$ cat src/rtl/mux_arbiter_pkg.sv
// Shared types and constants for the two-requester round-robin mux arbiter.
// Holds the FSM state encodings, the owner encodings and a small ownership helper.
package mux_arbiter_pkg;

    typedef enum logic [1:0] {
        ST_IDLE  = 2'd0,
        ST_OWN_A = 2'd1,
        ST_OWN_B = 2'd2
    } state_t;

    // Owner encodings double as the mux select value for that requester.
    localparam logic OWN_A = 1'b0;
    localparam logic OWN_B = 1'b1;

    function automatic logic owns(input state_t st, input logic side);
        return side ? (st == ST_OWN_B) : (st == ST_OWN_A);
    endfunction

endpackage

$ cat src/rtl/mux_arbiter_mux2x1.sv
// Plain 2:1 datapath mux shared by the two requesters.
// Select 0 picks in0 (requester A), select 1 picks in1 (requester B).
module mux2x1 #(
    parameter int DATA_WIDTH = 16
) (
    input  logic                  sel,
    input  logic [DATA_WIDTH-1:0] in0,
    input  logic [DATA_WIDTH-1:0] in1,
    output logic [DATA_WIDTH-1:0] out
);

    assign out = sel ? in1 : in0;

endmodule

$ cat src/rtl/mux_arbiter.sv
// Round-robin arbiter sharing one 2:1 mux between requesters A and B, with a
// single registered output stage under valid/ready flow control and a burst cap.
module mux_arbiter
    import mux_arbiter_pkg::*;
#(
    parameter int DATA_WIDTH = 16,
    parameter int MAX_BURST  = 4
) (
    input  logic                  clk_i,
    input  logic                  rst_i,
    input  logic                  a_req_i,
    input  logic [DATA_WIDTH-1:0] a_data_i,
    output logic                  a_ack_o,
    input  logic                  b_req_i,
    input  logic [DATA_WIDTH-1:0] b_data_i,
    output logic                  b_ack_o,
    output logic                  sel_o,
    output logic [DATA_WIDTH-1:0] out_data_o,
    output logic                  out_valid_o,
    input  logic                  out_ready_i
);

    localparam int              CNT_W    = $clog2(MAX_BURST + 1);
    localparam logic [CNT_W-1:0] CNT_LAST = CNT_W'(MAX_BURST - 1);

    state_t           state_reg;
    logic             last_reg;
    logic [CNT_W-1:0] cnt_reg;
    logic [CNT_W-1:0] cnt_next;

    logic                  space;
    logic                  transfer;
    logic                  burst_done;
    logic [DATA_WIDTH-1:0] mux_data;

    mux2x1 #(
        .DATA_WIDTH(DATA_WIDTH)
    ) u_mux (
        .sel (sel_o),
        .in0 (a_data_i),
        .in1 (b_data_i),
        .out (mux_data)
    );

    // The output register can take a word if it is empty or being drained this cycle.
    assign space      = !out_valid_o || out_ready_i;
    assign a_ack_o    = owns(state_reg, OWN_A) && a_req_i && space;
    assign b_ack_o    = owns(state_reg, OWN_B) && b_req_i && space;
    assign transfer   = a_ack_o || b_ack_o;
    assign burst_done = transfer && (cnt_reg == CNT_LAST);
    assign cnt_next   = burst_done ? '0 : cnt_reg + CNT_W'(transfer);

    always_ff @(posedge clk_i or posedge rst_i) begin
        if (rst_i) begin
            state_reg   <= ST_IDLE;
            last_reg    <= OWN_B;
            cnt_reg     <= '0;
            sel_o       <= OWN_A;
            out_valid_o <= 1'b0;
            out_data_o  <= '0;
        end else begin
            if (transfer) begin
                out_data_o  <= mux_data;
                out_valid_o <= 1'b1;
            end else if (out_ready_i) begin
                out_valid_o <= 1'b0;
            end

            case (state_reg)
                ST_IDLE: begin
                    if (a_req_i && (!b_req_i || last_reg == OWN_B)) begin
                        state_reg <= ST_OWN_A;
                        last_reg  <= OWN_A;
                        sel_o     <= OWN_A;
                    end else if (b_req_i) begin
                        state_reg <= ST_OWN_B;
                        last_reg  <= OWN_B;
                        sel_o     <= OWN_B;
                    end
                end

                ST_OWN_A: begin
                    // Hand over when the burst cap is hit or A has nothing left.
                    if (b_req_i && (burst_done || !a_req_i)) begin
                        state_reg <= ST_OWN_B;
                        last_reg  <= OWN_B;
                        sel_o     <= OWN_B;
                        cnt_reg   <= '0;
                    end else if (!a_req_i && !b_req_i) begin
                        state_reg <= ST_IDLE;
                        sel_o     <= OWN_A;
                        cnt_reg   <= '0;
                    end else begin
                        cnt_reg <= cnt_next;
                    end
                end

                ST_OWN_B: begin
                    if (a_req_i && (burst_done || !b_req_i)) begin
                        state_reg <= ST_OWN_A;
                        last_reg  <= OWN_A;
                        sel_o     <= OWN_A;
                        cnt_reg   <= '0;
                    end else if (!a_req_i && !b_req_i) begin
                        state_reg <= ST_IDLE;
                        sel_o     <= OWN_A;
                        cnt_reg   <= '0;
                    end else begin
                        cnt_reg <= cnt_next;
                    end
                end

                default: begin
                    state_reg <= ST_IDLE;
                    sel_o     <= OWN_A;
                    cnt_reg   <= '0;
                end
            endcase
        end
    end

endmodule

$ cat config.mk
export PLATFORM = sky130hd
export DESIGN_NAME = mux_arbiter
export DESIGN_NICKNAME = d
export VERILOG_FILES = /design/src/rtl/mux_arbiter_pkg.sv /design/src/rtl/mux_arbiter_mux2x1.sv /design/src/rtl/mux_arbiter.sv
export SDC_FILE = /design/constraint.sdc
export NUM_CORES = 1
export LEC_CHECK = 0
export ABC_AREA = 1
export CAP_MARGIN = 20
export CORE_MARGIN = 3
export CORE_UTILIZATION = 45
export DETAILED_ROUTE_END_ITERATION = 6
export PLACE_DENSITY = 0.95
export SYNTH_ARGS = -nofsm -noshare
export SYNTH_HDL_FRONTEND = slang
export SYNTH_SLANG_ARGS = --single-unit
$ cat constraint.sdc
create_clock -name clk_i -period 4.4 [get_ports clk_i]
set_input_delay 0.44 -clock clk_i [delete_from_list [all_inputs] [get_ports clk_i]]
set_output_delay 0.44 -clock clk_i [all_outputs]
set_load 0.005 [all_outputs]
==> flow_summary.toml, run 1 <==
[run_status]
status = "finished, final reports clean"

[critical_path]
cp_max_fo = 6
critical_path_class = "register to output port"
slowest_delay_ns = 0.49
cp-end-kind = "output port"
path_common_cell = "inv_1"
path_cells = "inv_1, ha_1, nand2_1, inv_1, nand2_1, inv_1, clkdlybuf4s50_1"
critPathSlowestCell = "clkdlybuf4s50_1"
worst_setup_path_start_kind = "register"
cp.arrival_ns = 1.93
cp.buffers_inverters = 4
crit_family = "buffers and inverters"
cp.required_ns = 3.96

[sta]
whs_ns = 0.504
final-setup-viol-count = 0
finalMaxSlewViolations = 0
timing.fmax_mhz = 422
fin_crit_ns = 2.37
finalHoldViolCount = 0
rsz0062_at_grt = "false"
worst_clock_skew_ns = 0.00238
slew_headroom = 0.404
worst_slew_pin_slew_ns = 0.893
fin_crit_sh = 0.538
layout_setup_ws_ns = 2.03
tns_ns = 0

[pwr]
cellPowerDensity_nw_per_um2 = 586
switching_power_mw = 0.427
peakVddDrop_uv = 404
p_seq_frac = 0.344
combPwrFrac = 0.515
pwr-share-clk = 0.141
p_int_mw = 0.718
leakage_nw = 0.921
p_sw_frac = 0.373
p_total_mw = 1.15

[finish]
seq_area_um2 = 602
n_antenna_cell = 0
design_area_um2 = 1950
nFillCells = 234
final_cells = 264
area_growth_pct = 47.0
largest_register_ffs = 16
multi_input_area_um2 = 636
final_layout_size_suffix_gt1_frac = 0.0386
nNetsFinal = 277
final_core_util = 0.702

[synth]
yosys.area.top_type_share = 0.433
netlist_area_um2 = 1330
ys.warnings.count = 0
ys_ff_latch = 24
yosysTopAreaCell = "dfrtp_1"
synthesis.nets = 222
ys_seq_area_frac = 0.453
synth_area_leaders = "dfrtp_1 43%, nand2_1 18%, a31oi_1 7.5%, nor2_1 7.1%, ha_1 5.6%"
netlist_instances = 179
yosysUniqueCellTypes = 20
postSynthAreaPerCell_um2 = 7.42

[clocking]
post_cts_resized = 0
clkTransAtPathRegs_ns = 0.13
cts_sinks = 24
numCtsBuffers = 3
cts_root_buffer = "clkbuf_4"
cts_buffer_depth = 2
cts-htree-levels = 1
cts_hold_buf = 0
clkLatencyLatePin_ns = 0.32
cts_tree = "built"
cts_setup_buffers = 0

[global_route]
antenna_found_initial = 0
grt_util_all_layers = 0.180
grt_pass1_wl_um = 4960
grt_pass1_vias = 1222
grt_max_degree = 35
gr-total-overflow = 0

[drt]
drtIter0Drc = 63
via_per_inst = 5.04
drc_errors = 0
firstDrtPassIters = 4
via_count = 1330
route.antenna.remaining_nets = 0
finalWirelength_um = 3160
wl_per_cell_um = 12.0

[placement]
dp.cells = 260
port_buffers = 56
place_congestion = 0.911
dpl_cell_area_um2 = 1900
post-place-ws_ns = 1.90
hpwlAfterDp_um = 2450

[floorplanning]
die_x_um = 60.3
die_height_um = 60.3
coreArea_um2 = 2780
rows = 19
die-area_um2 = 3640
start_util = 0.478
ios = 57

[flow_run]
max-cap-violations = 0

[hold_path]
hold_path.class = "register to register"
[worst reg2reg max path: stages, from the launching register on]
cell	delay [ns]
dfrtp_1	0.42
inv_1	0.10
ha_1	0.27
nand2_1	0.12
inv_1	0.04
nand2_1	0.08
nand2_2	0.34
ha_1	0.35
ha_1	0.19
xnor2_1	0.15
nor2_1	0.06
nand2_1	0.07
nand2_1	0.05
[metal layers]
metal | global-route usage | vias to the layer above | share of wire
met5 | 0 | - | 0
met4 | 0.0949 | 0 | 0.024
met3 | 0.0426 | 8 | 0.054
met2 | 0.304 | 37 | 0.53
met1 | 0.213 | 608 | 0.39
li1 | - | 677 | -
[cells in the mapped netlist]
master and number:
nand2_1 63, nor2_1 25, dfrtp_1 23, a31oi_1 16
inv_1 16, nand3_1 8, ha_1 6, buf_2 4
nand2_2 3, o21ai_1 3, clkbuf_1 2, nand3b_1 2
clkinv_1 1, dfstp_2 1, mux2i_1 1, nand4_1 1
nor3_1 1, o21ai_0 1, or2_2 1, xnor2_1 1
[logic make-up (layout without fill, tap and decap cells)]
group / after synthesis / count (layout) / synth area share
fa+ha+maj: 6 / 6 / 0.0565
compound gates: 20 / 20 / 0.0904
flops: 24 / 24 / 0.453
buf+inv: 23 / 77 / 0.0687
simple gates: 104 / 104 / 0.317
mux: 1 / 1 / 0.00753
xor+xnor: 1 / 1 / 0.00659
[path summary, 6_finish.rpt]
check / startpoint / end / slack [ns] / cells after the start
worst min register to register: last_reg / last_reg / 0.50 / 2
max in group asynchronous: rst_i / out_valid_o / 3.26 / 2
worst min-delay path: last_reg / last_reg / 0.50 / 2
worst max register to register: state_reg[0] / cnt_reg[2] / 2.07 / 12
worst max-delay path: state_reg[1] / a_ack_o / 2.03 / 7
min in group asynchronous: rst_i / out_data_o[15] / 0.60 / 2
[cells in the final DEF (no fill, tap or decap), types with 2 or more instances in the layout]
master           synthesis  routed
ha_1                     6       6
nand3b_1                 2       2
nand3_1                  8       8
nand2_1                 63      63
nand2_2                  3       3
a31oi_1                 16      16
dfrtp_1                 23      23
o21ai_1                  3       3
clkdlybuf4s50_1          0      56
clkbuf_4                 0       3
nor2_1                  25      25
inv_1                   16      16
[area by class of cell]
class                           count  share of cell area
Clock buffer                        3              0.0115
Multi-Input combinational cell    132               0.325
Inverter                           17              0.0327
Tap cell                           31              0.0199
Timing Repair Buffer               56               0.287
Clock inverter                      1              0.0154
Sequential cell                    24               0.308
[power groups by stage]
stage,registers [mW],clock network (mW),logic [mW]
final,0.394,0.161,0.590
after global routing,0.410,0.170,0.668
after global placement,0.397,0,0.575
after detailed placement,0.402,0,0.591
after CTS,0.396,0.163,0.595
after floorplan,0.384,0,0.336
(Power assumes the default switching activity.)
==> inputs of run 2 (changes only) <==
Settings changed: CORE_UTILIZATION 45 to 42, PLACE_DENSITY 0.95 to 0.91.
Clock period 4.4 ns to 2.3 ns, I/O delays scaled along.
==> flow_summary.toml, run 2 (synthesized netlist as in run 1, its figures left out) <==
[run_status]
status = "finished, final reports clean"

[clocking]
clkTransAtPathRegs_ns = 0.14
cts_buffer_depth = 2
post_cts_resized = 0
cts_setup_buffers = 0
cts_hold_buf = 0
clkLatencyLatePin_ns = 0.33
cts_tree = "built"
cts_root_buffer = "clkbuf_4"
cts-htree-levels = 1
numCtsBuffers = 3
cts_sinks = 24

[critical_path]
slowest_delay_ns = 0.48
cp-end-kind = "output port"
critical_path_class = "register to output port"
rr_worst_depth = 12
cp.required_ns = 2.07
cp_max_fo = 5
critPathSlowestCell = "clkdlybuf4s50_1"
path_cells = "inv_1, ha_1, nand2_1, inv_1, nand2_1, inv_1, clkdlybuf4s50_1"
worst_setup_path_start_kind = "register"
reg2reg_to = "cnt_reg[2]"
path_common_cell = "inv_1"
rr_startpoint = "state_reg[0]"
cp.arrival_ns = 1.93
r2r_setup_slack_ns = 0.42

[floorplanning]
ios = 57
die_x_um = 62.2
start_util = 0.462
coreArea_um2 = 2880
die-area_um2 = 3870
rows = 19
die_height_um = 62.2

[finish]
n_antenna_cell = 0
largest_register_ffs = 16
nFillCells = 241
design_area_um2 = 2000
layout_common_cells = "63 x nand2_1, 56 x clkdlybuf4s50_1, 25 x nor2_1"
area_growth_pct = 50.3
final_cells = 279
seq_area_um2 = 602
layout_commonest_cell = "nand2_1"
final_layout_size_suffix_gt1_frac = 0.0549
nNetsFinal = 281
multi_input_area_um2 = 636

[sta]
fin_crit_sh = 0.938
fin_crit_ns = 2.16
final-setup-viol-count = 0
slew_headroom = 0.698
timing.fmax_mhz = 464
tns_ns = 0
finalHoldViolCount = 0
worst_slew_pin_slew_ns = 0.452
finalMaxSlewViolations = 0
worst_clock_skew_ns = 0.00307
rsz0062_at_grt = "false"

[global_route]
grt_max_degree = 33
grt_pass1_wl_um = 5740
grt_pass1_vias = 1273
antenna_found_initial = 0
gr-total-overflow = 0
grt_util_all_layers = 0.187

[placement]
place_congestion = 0.892
hpwlAfterDp_um = 2690
dp.cells = 275
port_buffers = 56
dpl_cell_area_um2 = 1940

[pwr]
leakage_nw = 0.941
peakVddDrop_uv = 488
cellPowerDensity_nw_per_um2 = 1130

[drt]
drtIter0Drc = 85
route.antenna.remaining_nets = 0
drc_errors = 0
via_per_inst = 4.87
wl_per_cell_um = 12.6
via_count = 1358
firstDrtPassIters = 6
finalWirelength_um = 3510

[flow_run]
max-cap-violations = 0

[hold_path]
hold_path.class = "primary input to async pin"
## run 2: cell types whose count changed in the layout (fill, tap and decap cells not counted)
cell | before | now
buf_4 | 0 | 4
## run 2: worst max path at each step
stage / startpoint / to / slack (ns) / depth (start not counted)
after global routing: state_reg[1] / a_ack_o / 0.006 / 7
after CTS: state_reg[1] / a_ack_o / 0.13 / 7
final: state_reg[0] / b_ack_o / 0.14 / 7
after detailed placement: state_reg[0] / cnt_reg[2] / 0.43 / 12
after global placement: b_req_i / cnt_reg[2] / 0.52 / 11
after floorplan: state_reg[0] / cnt_reg[2] / 0.41 / 13
## run 2: layer usage
metal,global-route usage,part of all wire,wire length (um)
met2,0.355,0.54,1880
met5,0,0,0
met1,0.203,0.39,1370
met3,0.0270,0.056,195
met4,0.0829,0.018,63
## run 2: critical path, delay by kind of cell (launching register included)
| kind | cells | cell delay (ns) |
|---|---|---|
| buf+inv | 4 | 0.72 |
| flops | 1 | 0.44 |
| fa+ha+maj | 1 | 0.27 |
| simple gates | 2 | 0.17 |
## run 2: report_power, final
part	total (mW)	switching, mW	internal [mW]
combinational	1.22	0.608	0.610
clock	0.316	0.139	0.177
sequential	0.718	0.102	0.616
total	2.25	0.850	1.40
## run 2: layout make-up
class,count,area share
Multi-Input combinational cell,132,0.318
Sequential cell,24,0.301
Timing Repair Buffer,60,0.296
Inverter,17,0.0320
Tap cell,42,0.0263
Clock inverter,1,0.0150
Clock buffer,3,0.0113
## run 2: per-stage QoR
| stage | power [mW] | hold slack (ns) | setup WS, ns | util |
|---|---|---|---|---|
| floorplan | 1.38 | 0.244 | 0.407 | - |
| global placement | 1.90 | 0.466 | 0.520 | 0.676 |
| detailed placement | 1.94 | 0.476 | 0.426 | 0.676 |
| CTS | 2.26 | 0.198 | 0.135 | 0.694 |
| global route | 2.44 | 0.226 | 0.00627 | 0.694 |
| finish | 2.25 | 0.185 | 0.143 | 0.694 |
